## src/rtl/product_accumulator.sv

```systemverilog
// product_accumulator
//   Sums a burst of signed 2*WIDTH-bit products from the multiplier into a
//   saturating ACC_WIDTH accumulator. It presents one result per burst, with
//   sticky saturation and overflow flags.
//
// Ports
//   clk_in            clock, rising edge
//   rst_n_in          asynchronous active-low reset
//   start_in          begin a burst (sampled only in IDLE)
//   length_in         products in the burst, sampled with start_in
//   clear_in          synchronous abort back to IDLE, highest priority
//   product_in        signed product from the multiplier
//   overflow_in       multiplier overflow flag, qualified by a product transfer
//   product_valid_in  product_in / overflow_in valid
//   product_ready_out accumulator accepts a product this cycle (ACCUM)
//   result_out        signed accumulated sum
//   result_valid_out  result_out and flags valid (HOLD)
//   result_ready_in   consumer accepts the result
//   sat_out           sticky: accumulator clamped during this burst
//   ovf_out           sticky: overflow_in seen on an accepted product
//   busy_out          high in ACCUM or HOLD
module product_accumulator #(
    parameter int WIDTH       = 16,
    parameter int ACC_WIDTH   = 2*WIDTH+8,
    parameter int COUNT_WIDTH = 8
) (
    input  logic                        clk_in,
    input  logic                        rst_n_in,
    input  logic                        start_in,
    input  logic [COUNT_WIDTH-1:0]      length_in,
    input  logic                        clear_in,
    input  logic signed [2*WIDTH-1:0]   product_in,
    input  logic                        overflow_in,
    input  logic                        product_valid_in,
    output logic                        product_ready_out,
    output logic signed [ACC_WIDTH-1:0] result_out,
    output logic                        result_valid_out,
    input  logic                        result_ready_in,
    output logic                        sat_out,
    output logic                        ovf_out,
    output logic                        busy_out
);

    typedef enum logic [1:0] {
        IDLE  = 2'd0,
        ACCUM = 2'd1,
        HOLD  = 2'd2
    } state_t;

    localparam logic signed [ACC_WIDTH-1:0] ACC_MAX = {1'b0, {(ACC_WIDTH-1){1'b1}}};
    localparam logic signed [ACC_WIDTH-1:0] ACC_MIN = {1'b1, {(ACC_WIDTH-1){1'b0}}};
    localparam logic [COUNT_WIDTH-1:0]      COUNT_ONE = COUNT_WIDTH'(1);

    state_t                        state;
    state_t                        state_next;
    logic signed [ACC_WIDTH-1:0]   acc;
    logic [COUNT_WIDTH-1:0]        count;
    logic                          sat;
    logic                          ovf;
    logic signed [ACC_WIDTH:0]     sum_wide;
    logic                          transfer;

    // The top two bits of the one-bit-wider sum disagree exactly when the
    // true sum no longer fits in ACC_WIDTH bits.
    function automatic logic sat_hit(input logic signed [ACC_WIDTH:0] s);
        return s[ACC_WIDTH] != s[ACC_WIDTH-1];
    endfunction

    function automatic logic signed [ACC_WIDTH-1:0] sat_value(input logic signed [ACC_WIDTH:0] s);
        if (sat_hit(s)) begin
            return s[ACC_WIDTH] ? ACC_MIN : ACC_MAX;
        end
        return s[ACC_WIDTH-1:0];
    endfunction

    assign sum_wide = {acc[ACC_WIDTH-1], acc}
                    + {{(ACC_WIDTH+1-2*WIDTH){product_in[2*WIDTH-1]}}, product_in};

    // clear_in blocks a product offered in the same cycle.
    assign transfer = (state == ACCUM) && product_valid_in && !clear_in;

    always_ff @(posedge clk_in or negedge rst_n_in) begin
        if (!rst_n_in) begin
            state <= IDLE;
        end else begin
            state <= state_next;
        end
    end

    always_comb begin
        state_next = state;
        if (clear_in) begin
            state_next = IDLE;
        end else begin
            case (state)
                IDLE:    if (start_in) state_next = (length_in != '0) ? ACCUM : HOLD;
                ACCUM:   if (transfer && count == COUNT_ONE) state_next = HOLD;
                HOLD:    if (result_ready_in) state_next = IDLE;
                default: state_next = IDLE;
            endcase
        end
    end

    always_comb begin
        product_ready_out = (state == ACCUM);
        result_valid_out  = (state == HOLD);
        busy_out          = (state == ACCUM) || (state == HOLD);
    end

    // Accumulator datapath. A zero-length start also clears acc and flags, so
    // the HOLD that follows presents a clean zero result.
    always_ff @(posedge clk_in or negedge rst_n_in) begin
        if (!rst_n_in) begin
            acc   <= '0;
            count <= '0;
            sat   <= 1'b0;
            ovf   <= 1'b0;
        end else if (clear_in) begin
            acc   <= '0;
            count <= '0;
            sat   <= 1'b0;
            ovf   <= 1'b0;
        end else if (state == IDLE && start_in) begin
            acc   <= '0;
            count <= length_in;
            sat   <= 1'b0;
            ovf   <= 1'b0;
        end else if (transfer) begin
            acc   <= sat_value(sum_wide);
            count <= count - COUNT_ONE;
            sat   <= sat | sat_hit(sum_wide);
            ovf   <= ovf | overflow_in;
        end
    end

    assign result_out = acc;
    assign sat_out    = sat;
    assign ovf_out    = ovf;

endmodule

```

## config.mk

```make
export PLATFORM = sky130hd
export DESIGN_NAME = product_accumulator
export DESIGN_NICKNAME = d
export VERILOG_FILES = /design/src/rtl/product_accumulator.sv
export SDC_FILE = /design/constraint.sdc
export NUM_CORES = 1
export LEC_CHECK = 0
export CAP_MARGIN = 20
export CORE_MARGIN = 3
export CORE_UTILIZATION = 30
export DETAILED_ROUTE_END_ITERATION = 10
export SYNTH_ARGS = -nofsm -noshare
export SYNTH_HDL_FRONTEND = slang
export SYNTH_SLANG_ARGS = --single-unit
```

## constraint.sdc

```tcl
create_clock -name clk_in -period 3.5 [get_ports clk_in]
set_input_delay 0.7 -clock clk_in [delete_from_list [all_inputs] [get_ports clk_in]]
set_output_delay 0.7 -clock clk_in [all_outputs]
set_load 0.01 [all_outputs]
```

==> impl_results.md <==
- Type of origin of the critical path: input port
- Port Buffer Count: 91
- Num ports: 92
- Fraction of layout cells with a size suffix above 1: 23.60%
- Post-synth cell types: 53
- Register bit total from synthesis: 52
- Worst rel slew slack: 46.17%
- Worst hold margin: 0.4793 ns
- Mapped Nets: 657
- Clock Latency Late Sink: 0.30 ns
- Uppermost layer routed: met4
- Yosys warns: 0
- Die area: 16330 µm²
- Area contributors post-synth: dfrtp_1 (29%), ha_1 (13%), nand2_1 (6.2%), a21oi_1 (6.0%), nor2_1 (5.9%)
- Metal-1 WL: 6709 µm
- Die height: 127.8 µm
- Aggregate global routing overflow: 0
- Largest net degree at the start of global routing: 33
- Final Slew Violations: 0
- Tcrit/Tclk final: 98.35%
- Multi-input logic area: 3237 µm²
- Leading area contributor after synthesis: dfrtp_1
- Area Growth Syn to Fin: 57.75%
- Worst-margin pin slew: 0.8074 ns
- Clk sinks: 52
- Synth top cells by count: nand2_1 (74), nor2_1 (70), a21oi_1 (53), dfrtp_1 (52), ha_1 (45)
- Initial antenna violation count: 0
- DRT iter0 DRCs: 207
- DP HPWL: 10540 µm
- Most common cell in the netlist: nand2_1
- FF-to-FF setup slack: 0.30 ns
- Reg2Reg Launch Point: result_out[1]
- Routed wl met2: 6624 µm
- Initial Util: 31.33%
- Worst-path clk slew: 0.07 ns
- Kind of end point of the critical path: register
- First-pass GRT wire length: 23310 µm
- CP Data Required Time: 3.73 ns
- Antenna diode count: 0
- Max FO, Critical Path: 7
- Maximum level of the CTS H-tree: 2
- Final setup viols: 0
- Synth Area in XOR/XNOR: 7.675%
- Gp weighted congestion: 0.8494
- Synth Area in Simple Gates: 18.47%
- CP startpoint: product_in[6]
- # fillers: 1375
- PD cells: 431.5 nW/µm²
- Max Clock Skew: 0.008766 ns
- WL per Instance: 14.94 µm
- Die width: 127.8 µm
- DRC: 0
- Largest family of logic cells by synthesized area: compound AO/OA/AOI/OAI gates
- Fmax: 0.2905 GHz
- Syn_area_per_cell: 7.891 µm²
- Hold Buf Count CTS: 0
- Num CTS Buffers: 5
- Met3 Routed Length: 643 µm
- Final Hold Viols: 0
- Post-route antenna net violation count: 0
- Total GRT Usage: 17.08%
- Synth Flop Type: dfrtp_1
- Via count: 4862
- Setup Crit Path Kind: input port to register
- CP Data Arrival Time: 3.67 ns
- Leak: 3.227 nW
- CTS tree: yes
- Clock root buffer: clkbuf_16
- R2R depth: 13
- Synth Area in Compound Gates: 26.79%
- Total power: 3.029 mW
- Post-synthesis mux area share: 0.4498%
- Num rows: 43
- Core area: 14200 µm²
- Post-synth top area share: 29.24%
- Tightest Hold Check Type: input port to asynchronous set/reset pin
- Adder-cell share of the synthesized area: 13.10%
- Via density: 5.134
- Mapped Area: 4451 µm²
- Synth Instances: 564
- Final wirelength: 14150 µm
- R2R Path End: result_out[5]
- Register area: 1301 µm²
- Minimum clock period: 3.442 ns
- Post-synthesis sequential area ratio: 29.24%
- Run status: finished, final reports clean
- Async SR Flop Fraction: 100.0%
- VDD IR max: 0.2578 mV
- Number of synthesized flops with an enable pin: 0
- Maximum clock insertion buffer count: 2
- DRT Pass-1 Iters: 4
- Vias in the first global route: 4876
- Nets: 859
- Total of max-cap violations: 0
==> through the flow <==
stage	worst slack (ns)	std cells	TNS, ns	area, µm²	utilization [%]
2_1_floorplan	0.1019	564	0	4451	-
3_3_place_gp	-0.4527	924	-16.43	6379	44.91
3_5_place_dp	-0.5515	924	-18.44	6379	44.91
4_1_cts	0.002575	939	0	6675	47.00
5_1_grt	-0.08830	947	-1.915	7020	49.43
6_report	0.05769	947	0	7020	49.43
==> worst max-delay path, cell delays in order <==
cell and delay [ns]:
clkdlybuf4s50_1 0.41, ha_1 0.34, o21a_1 0.14, o21ai_2 0.18
a211oi_2 0.08, a21bo_2 0.23, o311a_1 0.32, a31oi_2 0.24
xnor2_2 0.15, buf_4 0.14, nand2b_4 0.13, nand3_4 0.20
clkbuf_16 0.26, o21ai_2 0.16
==> report_power, final <==
group	leakage (nW)	internal, mW	switching (mW)	total, mW
combinational	2.43	0.842	0.839	1.68
clock	0.0808	0.337	0.233	0.570
sequential	0.714	0.688	0.0892	0.777
==> worst max path at each step <==
stage | slack [ns] | cells after the start | end
3_5_place_dp | -0.55 | 13 | result_out[5]
5_1_grt | -0.09 | 14 | result_out[5]
2_1_floorplan | 0.10 | 13 | result_out[38]
4_1_cts | 0.003 | 14 | result_out[38]
3_3_place_gp | -0.45 | 15 | result_out[1]
6_report | 0.06 | 14 | result_out[5]
==> registers in the layout (all words and copies together), names as in the netlist <==
signal and count:
ovf_out 1, result_out 40, sat_out 1, state 2
count 8
==> layout make-up <==
class / count / share of cell area [%]
Multi-Input combinational cell: 468 / 46.11
Timing Repair Buffer: 220 / 28.80
Sequential cell: 52 / 18.54
Tap cell: 180 / 3.208
Clock buffer: 6 / 1.836
Inverter: 19 / 1.016
Clock inverter: 2 / 0.4990
==> cells by family after synthesis <==
group / Yosys count
multiplexers: 2
AO/OA/AOI/OAI: 192
AND/OR/NAND/NOR: 189
XOR/XNOR: 39
adder cells (fa/ha/maj): 46
flip-flops: 52
buffers and inverters: 44
==> routing by layer <==
metal	global-route usage, %	vias to the layer above
li1	-	2424
met1	23.88	2310
met2	27.45	116
met3	3.208	12
met4	3.808	0
met5	0	-
==> timing repair <==
action	4_1_cts	5_1_grt
setup endpoints to repair	40	40
pin swaps	14	26
gates resized for setup	14	60
cloned	1	4
endpoints found under the hold margin	0	0
buffers inserted	7	4
==> placed cells by master (no fill, tap or decap), types with 5 or more instances in the layout <==
master,n
o21bai_1,8
o211ai_1,5
ha_4,7
o21a_1,5
clkbuf_16,8
clkdlybuf4s50_1,83
ha_1,36
o21ai_2,10
a21oi_2,5
inv_1,19
nand3_1,6
dfrtp_1,52
a31oi_1,8
o21ai_1,35
dlymetal6s2s_1,6
xnor2_1,24
nand4_1,7
xor2_1,13
buf_4,118
nand2_1,73
o21ai_0,20
a21oi_1,48
nor2_1,69
a211oi_1,6
nor3_1,6
a21o_1,11
(Power assumes the default switching activity.)
==> edit, RTL diff (same settings) <==
Encoding of `state_t`: now one-hot (3 bits for 3 states).
--- a/src/rtl/product_accumulator.sv
+++ b/src/rtl/product_accumulator.sv
@@ -42,8 +42,8 @@
 );
 
-    typedef enum logic [1:0] {
-        IDLE  = 2'd0,
-        ACCUM = 2'd1,
-        HOLD  = 2'd2
+    typedef enum logic [2:0] {
+        IDLE  = 3'b001,
+        ACCUM = 3'b010,
+        HOLD  = 3'b100
     } state_t;
 
Formal check against the unedited RTL: no difference found for any inputs over 4 cycles, from zero or initial values and one cycle with rst_n_in low; so few cycles prove little.
==> edit against the unedited design <==
- sequential cell count grew 1
- global-route usage up 0.31 points
- non-clock buffer count grew 44
- routed wire length rose by 22%
- design area up 17%
- clock skew decreased by 0.0025 ns
- largest cell class unchanged
- register-to-register slack worse by 0.05 ns
- synthesized area up 16%
- critical path type unchanged
- setup slack improved by 0.020 ns
- core utilization fell by 0.44 points
- first-iteration DRC count increased by 58%
- synthesized cell count up 13%
Power is not compared: it rests on default switching activity, and its combinational part moved more than twofold at a synthesized area within 25%.
==> edit: results (changes against the unedited design) <==
| Metric | Value |
|---|---|
| Crit-path slowest cell | o41ai_4 |
| Netlist cell types | 70 (+32%) |
| Compound-Gate Fraction of Synth Area | 33.6% (+6.9 points) |
| Routing usage on met3 | 1.94% (-1.3 points) |
| GRT Resource Usage Total | 17.4% (+0.31 points) |
| First-pass GRT wire length | 26,500 µm (+14%) |
| FILL cells | 1,642 (+19%) |
| Final wirelength | 17,300 µm (+22%) |
| Met2 Track Usage GR | 27.3% (-0.15 points) |
| DR vias/cell | 5.20 (+1.3%) |
| Layout cells sized above 1 | 30.8% (+7.2 points) |
| RD Place Congestion | 0.863 (+1.6%) |
| Avg Inst Size Synth | 8.11 µm² (+2.8%) |
| Dpl hpwl | 13,200 µm (+25%) |
| Mux cell area share after synthesis | 0.969% (+0.52 points) |
| DRT Pass-1 Iters | 5 (+1) |
| DR vias | 5,686 (+17%) |
| Sequential-to-total area share from yosys stat | 25.7% (-3.5 points) |
| Final #Nets | 962 (+12%) |
| Reg2reg end | result_out[16] |
| Post-synth top cells | nor2_1, a21oi_1, o21ai_0 |
| Synth top area cells | dfrtp_1, ha_1, a21oi_1 |
| Rel. slew slack | 60.2% (+14 points) |
| Fin Hold WS | 0.328 ns (-0.152 ns) |
| CP max stage delay | 0.49 ns (+0.08 ns) |
| Reg2reg setup slack | 0.25 ns (-0.05 ns) |
| Adder-Cell Fraction of Synth Area | 10.6% (-2.5 points) |
| Clk_skew | 0.00626 ns (-0.00250 ns) |
| Dpl cell area | 0.00739 mm² (+16%) |
| Worst path arrival time | 3.61 ns (-0.06 ns) |
| Initial DRC count | 328 (+58%) |
| Run status | finished, final reports clean |
| Syn_nets | 727 (+11%) |
| Number of global-route vias before repair | 5,356 (+9.8%) |
-- edit: cell count changes after synthesis, sizes merged, moves of 5 or more --
cell,unedited run,this run
xnor2,25,20
nor3,6,11
a21oi,53,78
nand3,7,14
buf,8,16
nand2,74,44
and3,1,9
a22o,0,9
nor2b,3,8
a211oi,10,18
-- edit: critical path, delay by kind of cell --
family	cells	cell delay [ns]
AO/OA/AOI/OAI	6	1.42
adder cells (fa/ha/maj)	1	0.31
buffers and inverters	4	0.90
AND/OR/NAND/NOR	2	0.28
-- edit: metal layers --
layer | vias up | routed length, µm
met4 | 0 | 335
met3 | 20 | 734
met2 | 119 | 7740
met1 | 2686 | 8470
met5 | - | 0
li1 | 2861 | -
-- edit: kinds of logic (layout without fill, tap and decap cells) --
family,Yosys count,in the layout
AO/OA/AOI/OAI,252,252
multiplexers,5,5
AND/OR/NAND/NOR,201,201
buffers and inverters,53,289
XOR/XNOR,30,30
adder cells (fa/ha/maj),43,43
flip-flops,53,53
-- edit: power breakdown --
group	total (mW)	internal (mW)	switching (mW)
logic	0.511	0.261	0.249
registers	0.644	0.627	0.0169
clock network	0.608	0.358	0.250
-- edit: repair_timing --
action | 4_1_cts | 5_1_grt
setup endpoints to repair | 37 | 40
setup buffers | 4 | 8
pin swaps | 7 | 27
gates cloned | 0 | 4
gates resized for setup | 11 | 71
-- edit: worst max path at each step --
| stage | from | endpoint | slack (ns) |
|---|---|---|---|
| detailed placement | product_in[0] | result_out[3] | -0.49 |
| CTS | product_in[31] | result_out[34] | 0.004 |
| global placement | product_in[0] | result_out[16] | -0.44 |
| finish | product_in[2] | result_out[16] | 0.08 |
| global route | product_in[7] | result_out[16] | -0.006 |
| floorplan | product_in[0] | result_out[26] | 0.12 |
-- edit: layout make-up --
| type | instances | area (µm²) | area share [%] |
|---|---|---|---|
| Tap cell | 220 | 275 | 3.36 |
| Sequential cell | 53 | 1330 | 16.2 |
| Clock inverter | 2 | 37.5 | 0.459 |
| Inverter | 17 | 63.8 | 0.780 |
| Multi-Input combinational cell | 531 | 4000 | 48.9 |
| Timing Repair Buffer | 264 | 2340 | 28.6 |
| Clock buffer | 6 | 139 | 1.70 |
-- edit: through the flow --
step           setup WS, ns  utilization [%]  power (mW)
2_1_floorplan         0.123                -       0.878
4_1_cts             0.00377             45.8        1.72
3_5_place_dp         -0.487             44.2        1.11
6_report             0.0778             49.0        1.76
5_1_grt            -0.00614             49.0        1.84
3_3_place_gp         -0.440             44.2        1.11
